**src/rtl/addsub_chunked.sv**
```systemverilog
// addsub_chunked: multi-cycle LSB-first add/subtract, CHUNK bits per clock, with
// signed/unsigned overflow, optional saturation and valid/ready on both sides.
module addsub_chunked #(
  parameter int WIDTH = 16,
  parameter int CHUNK = 4
) (
  input  logic             clk,
  input  logic             rst,
  input  logic             in_valid,
  output logic             in_ready,
  input  logic [WIDTH-1:0] A,
  input  logic [WIDTH-1:0] B,
  input  logic             sub,
  input  logic             signed_mode,
  input  logic             sat,
  output logic             out_valid,
  input  logic             out_ready,
  output logic [WIDTH-1:0] C,
  output logic             overflow,
  output logic             carry
);
  localparam int NCHUNK = WIDTH / CHUNK;
  localparam int IW = NCHUNK > 1 ? $clog2(NCHUNK) : 1;

  if (WIDTH % CHUNK != 0) begin : g_bad_chunk
    $error("addsub_chunked: WIDTH must be a multiple of CHUNK");
  end

  typedef enum logic [1:0] {IDLE, RUN, DONE} state_t;

  state_t           state_q, state_d;
  logic [WIDTH-1:0] a_q, a_d, b_q, b_d, c_q, c_d;
  logic             sub_q, sub_d, sm_q, sm_d, sat_q, sat_d;
  logic             cin_q, cin_d, ov_q, ov_d, cy_q, cy_d;
  logic [IW-1:0]    idx_q, idx_d;
  logic [CHUNK-1:0] ac, bc;
  logic [CHUNK:0]   sum;
  logic [WIDTH-1:0] wrap;
  logic             last, ci_msb, ovf;

  assign in_ready  = state_q == IDLE;
  assign out_valid = state_q == DONE;
  assign C         = c_q;
  assign overflow  = ov_q;
  assign carry     = cy_q;

  always_comb begin
    ac = a_q[idx_q*CHUNK +: CHUNK];
    bc = b_q[idx_q*CHUNK +: CHUNK];
    sum = {1'b0, ac} + {1'b0, bc} + {{CHUNK{1'b0}}, cin_q};
    wrap = c_q;
    wrap[idx_q*CHUNK +: CHUNK] = sum[CHUNK-1:0];
    last = idx_q == IW'(NCHUNK - 1);
    // carry into the MSB recovered from the MSB sum bit and its operands
    ci_msb = sum[CHUNK-1] ^ ac[CHUNK-1] ^ bc[CHUNK-1];
    ovf = sm_q ? ci_msb ^ sum[CHUNK] : sum[CHUNK] ^ sub_q;
    state_d = state_q;
    a_d = a_q;
    b_d = b_q;
    c_d = c_q;
    sub_d = sub_q;
    sm_d = sm_q;
    sat_d = sat_q;
    cin_d = cin_q;
    ov_d = ov_q;
    cy_d = cy_q;
    idx_d = idx_q;
    case (state_q)
      IDLE: if (in_valid) begin
        a_d = A;
        b_d = B ^ {WIDTH{sub}};
        sub_d = sub;
        sm_d = signed_mode;
        sat_d = sat;
        cin_d = sub;
        idx_d = '0;
        state_d = RUN;
      end
      RUN: begin
        c_d = wrap;
        cin_d = sum[CHUNK];
        idx_d = last ? '0 : idx_q + 1'b1;
        if (last) begin
          cy_d = sum[CHUNK];
          ov_d = ovf;
          state_d = DONE;
          if (sat_q && ovf)
            c_d = sm_q ? {~wrap[WIDTH-1], {(WIDTH-1){wrap[WIDTH-1]}}} : {WIDTH{~sub_q}};
        end
      end
      DONE: state_d = out_ready ? IDLE : DONE;
      default: state_d = IDLE;
    endcase
  end

  always_ff @(posedge clk) begin
    if (rst) begin
      state_q <= IDLE;
      a_q <= '0;
      b_q <= '0;
      c_q <= '0;
      sub_q <= 1'b0;
      sm_q <= 1'b0;
      sat_q <= 1'b0;
      cin_q <= 1'b0;
      ov_q <= 1'b0;
      cy_q <= 1'b0;
      idx_q <= '0;
    end else begin
      state_q <= state_d;
      a_q <= a_d;
      b_q <= b_d;
      c_q <= c_d;
      sub_q <= sub_d;
      sm_q <= sm_d;
      sat_q <= sat_d;
      cin_q <= cin_d;
      ov_q <= ov_d;
      cy_q <= cy_d;
      idx_q <= idx_d;
    end
  end
endmodule

```
**config.mk**
```make
export PLATFORM = sky130hd
export DESIGN_NAME = addsub_chunked
export DESIGN_NICKNAME = d
export VERILOG_FILES = /design/src/rtl/addsub_chunked.sv
export SDC_FILE = /design/constraint.sdc
export NUM_CORES = 1
export LEC_CHECK = 0
export BUFFER_PORTS_ARGS = -buffer_cell sky130_fd_sc_hd__buf_2
export CAP_MARGIN = 10
export CORE_ASPECT_RATIO = 2
export CORE_MARGIN = 4
export CORE_UTILIZATION = 59
export DETAILED_ROUTE_END_ITERATION = 12
export PLACE_DENSITY = 0.9
export SLEW_MARGIN = 10
export SYNTH_ARGS = -nofsm -noshare
export SYNTH_HDL_FRONTEND = slang
export SYNTH_SLANG_ARGS = --single-unit
```
**constraint.sdc**
```tcl
create_clock -name clk -period 8.3 [get_ports clk]
set_clock_uncertainty 0.1 [all_clocks]
set_input_delay 0.415 -clock clk [delete_from_list [all_inputs] [get_ports clk]]
set_output_delay 0.415 -clock clk [all_outputs]
set_load 0.005 [all_outputs]
```
==> summary.json <==
{
  "run_status": {"value": "complete, no violations"},
  "critPathCaptureType": {"value": "flop"},
  "crit_fanout": {"value": 17},
  "drtIter0Drc": {"value": 87},
  "detail_route.first_pass.iterations": {"value": 5},
  "clock_tree.root_cell": {"value": "sky130_fd_sc_hd__clkbuf_8"},
  "peak_per_stage_delay_on_the_critical_path": {"value": 0.80, "unit": "ns"},
  "post_synth_inst_count": {"value": 303},
  "syn_area_per_cell": {"value": 9.73, "unit": "sq um"},
  "static-leakage-power": {"value": 1.45, "unit": "nW"},
  "grt_setup_unrepaired": {"value": "false"},
  "routabilityCongestion": {"value": 0.933},
  "route.detailed.drc": {"value": 0},
  "min_period": {"value": 4.42, "unit": "ns"},
  "drive_gt1_share": {"value": 23.4, "unit": "%"},
  "initial_core_util": {"value": 60.6, "unit": "%"},
  "max_cap_violations": {"value": 0},
  "insertedDiodeCount": {"value": 0},
  "cp-start-kind": {"value": "flop"},
  "pin_count": {"value": 59},
  "insertion_delay": {"value": 0.35, "unit": "ns"},
  "die_h": {"value": 108, "unit": "microns"},
  "clock_tree.buffer_depth": {"value": 2},
  "h_tree_depth": {"value": 3},
  "cts_tree": {"value": "built"},
  "syn_to_final_growth": {"value": 16.3, "unit": "%"},
  "post_synth_instance_area": {"value": 2950, "unit": "sq um"},
  "cell_rows": {"value": 36},
  "critPathKind": {"value": "reg2reg"},
  "final_net_count": {"value": 404},
  "timing_worst_slew_pin_value": {"value": 0.747, "unit": "ns"},
  "timing.hold.worst.class": {"value": "in2reg"},
  "grt_max_degree": {"value": 54},
  "detail_route.vias_per_cell": {"value": 5.91},
  "numPortBuffers": {"value": 58},
  "crit_chain": {"value": "mux4_1 > fa_1 > fa_1 > a21o_1 > a21oi_1 > nor3_1 > mux2_4 > nor3_4 > a221o_1"},
  "detailed_place_hpwl": {"value": 4.75, "unit": "mm"},
  "worst_path_dominant_cell_family": {"value": "multiplexers"},
  "timing.final.max_slew_violations": {"value": 0},
  "crit_path_frequent_cell": {"value": "sky130_fd_sc_hd__fa_1"},
  "cts.repair.resized": {"value": 0},
  "fin_ws": {"value": 3.88, "unit": "ns"},
  "yosysTopAreaCell": {"value": "sky130_fd_sc_hd__dfxtp_1"},
  "timing.final.hold_violations": {"value": 0},
  "chipWidth": {"value": 58.0, "unit": "microns"},
  "antenna_found_initial": {"value": 0},
  "ys_seq_elements": {"value": 58},
  "ant_nets": {"value": 0},
  "number_of_global_route_vias_before_repair": {"value": 2399},
  "grt_pass1_wl": {"value": 10.5, "unit": "mm"},
  "achievable-frequency": {"value": 0.226, "unit": "GHz"},
  "sequential_area_share_after_synthesis": {"value": 39.4, "unit": "%"},
  "slew_headroom": {"value": 50.2, "unit": "%"},
  "detailroute.via_count": {"value": 2458},
  "die_area": {"value": 6260, "unit": "sq um"},
  "synth_nets": {"value": 353},
  "setup-tns-final": {"value": 0, "unit": "ns"},
  "path_buf_inv": {"value": 0},
  "worst_ep_arrival_time": {"value": 4.62, "unit": "ns"},
  "clkSlewWorstSetupHoldPaths": {"value": 0.06, "unit": "ns"},
  "synthDominantCellAreaShare": {"value": 39.4, "unit": "%"},
  "synth.top_cells.by_area": {"value": "sky130_fd_sc_hd__dfxtp_1 39%, sky130_fd_sc_hd__mux4_1 5.3%, sky130_fd_sc_hd__nand2_1 5.2%, sky130_fd_sc_hd__a221o_1 5.1%, sky130_fd_sc_hd__xnor2_1 5.0%"},
  "powerDensity": {"value": 199, "unit": "nW/um^2"},
  "dp_worst_setup_slack": {"value": 3.94, "unit": "ns"},
  "synthDistinctLibCells": {"value": 44},
  "numCtsBuffers": {"value": 9},
  "ir_drop": {"value": 0.161, "unit": "mV"},
  "clock_sink_count": {"value": 58},
  "timing.critical_path.required": {"value": 8.49, "unit": "ns"},
  "grtUsageTotal": {"value": 22.2, "unit": "%"},
  "final_min_period_over_clock_period": {"value": 53.3, "unit": "%"},
  "floorplan_core_area": {"value": 4860, "unit": "sq um"},
  "detail_route.wirelength": {"value": 6.67, "unit": "mm"},
  "synth-warning-count": {"value": 0},
  "cts.repair_timing.setup_buffer_count": {"value": 0},
  "overflow": {"value": 0},
  "hold_buffers": {"value": 0},
  "final-setup-viol-count": {"value": 0},
  "slowest_stage": {"value": "sky130_fd_sc_hd__dfxtp_1"},
  "avgRoutedWirePerCell": {"value": 16.0, "unit": "microns"}
}
-- worst reg2reg max path: cells and delay by family, from the launching register on --
kind	cells	cell delay (ns)
fa+ha+maj	2	0.89
mux	2	1.07
simple gates	2	0.63
flops	1	0.80
compound gates	3	0.88
-- sequential cells by signal, summed over array words and instances, names as in the netlist, 2 cells and up --
signal   count
b_q         16
C           16
state_q      2
a_q         16
idx_q        2
-- metrics by stage --
step	power, mW	instances	hold slack [ns]	cell area [sq um]	util (%)
2_1_floorplan	0.393	303	0.332	2950	-
3_3_place_gp	0.418	400	0.338	3230	66.4
3_5_place_dp	0.422	400	0.346	3230	66.4
4_1_cts	0.684	416	0.195	3430	70.5
5_1_grt	0.707	416	0.198	3430	70.5
6_report	0.683	416	0.201	3430	70.5
-- synth_stat cells (all sizes together) --
cell type / instances
mux2: 1
nor4b: 1
nand3: 3
and2: 9
o211a: 1
xnor3: 1
o2bb2ai: 1
o21bai: 1
fa: 2
a2111oi: 1
o22ai: 1
a221oi: 1
mux4: 8
nand4: 1
a21oi: 26
nand4b: 1
o31a: 1
a211oi: 16
a311oi: 2
dfxtp: 58
xnor2: 18
and3: 2
nand2: 41
xor2: 3
o221ai: 2
nor2b: 3
buf: 3
inv: 6
nand2b: 4
a22oi: 1
a221o: 15
ha: 9
clkbuf: 17
nor2: 33
nor3: 3
a21o: 2
and4: 1
o41ai: 4
-- logic make-up (layout without fill, tap and decap cells) --
logic type	Yosys count	after routing	synth area share, %
buf+inv	26	82	3.95
mux	9	9	7.38
fa+ha+maj	11	11	5.18
xor+xnor	22	22	7.26
simple gates	102	102	15.7
flops	58	58	39.4
compound gates	75	75	21.1
-- final cells by class --
class / instances / area, sq um
well taps: 57 / 71.3
clock inverters: 2 / 35.0
flip-flops and latches: 58 / 1160
inverters: 6 / 22.5
fillers: 364 / 1440
repair buffers: 60 / 305
clock buffers: 14 / 163
multi-input cells: 219 / 1670
-- cell usage in the layout, fill, tap and decap left out, types with 2 or more instances in the layout --
cell type	count
sky130_fd_sc_hd__fa_1	2
sky130_fd_sc_hd__o221ai_1	2
sky130_fd_sc_hd__a21oi_1	26
sky130_fd_sc_hd__nor2b_1	3
sky130_fd_sc_hd__nand3_1	3
sky130_fd_sc_hd__and2_1	9
sky130_fd_sc_hd__a211oi_1	16
sky130_fd_sc_hd__nand2b_1	4
sky130_fd_sc_hd__clkbuf_8	11
sky130_fd_sc_hd__nand2_1	41
sky130_fd_sc_hd__o41ai_4	3
sky130_fd_sc_hd__nor3_1	2
sky130_fd_sc_hd__buf_2	58
sky130_fd_sc_hd__mux4_1	6
sky130_fd_sc_hd__inv_1	5
sky130_fd_sc_hd__xnor2_1	17
sky130_fd_sc_hd__clkbuf_1	3
sky130_fd_sc_hd__a21o_1	2
sky130_fd_sc_hd__a311oi_1	2
sky130_fd_sc_hd__and3_1	2
sky130_fd_sc_hd__ha_1	9
sky130_fd_sc_hd__xor2_1	3
sky130_fd_sc_hd__dfxtp_1	58
sky130_fd_sc_hd__buf_4	2
sky130_fd_sc_hd__a221o_1	15
sky130_fd_sc_hd__mux4_2	2
sky130_fd_sc_hd__nor2_1	33
-- routing by layer --
metal	vias up	track usage [%]	part of all wire (%)
met5	-	0	0
met4	0	16.4	5.4
met3	29	6.69	5.3
met2	86	40.0	55
met1	1142	19.9	35
li1	1201	-	-
-- power by group --
group	total [mW]	internal [mW]	switching [mW]
Clock	0.265	0.155	0.110
Combinational	0.112	0.0513	0.0609
Sequential	0.306	0.294	0.0119
-- worst paths after layout --
check                           depth (start not counted)  slack, ns  startpoint  endpoint
worst max-delay path                                    9       3.88    idx_q[0]      C[7]
worst min-delay path                                    3       0.20       A[13]   a_q[13]
worst max register to register                          9       3.88    idx_q[0]      C[7]
worst min register to register                          2       0.35     a_q[10]   a_q[10]
No activity file was read; power rests on OpenSTA's default activity.
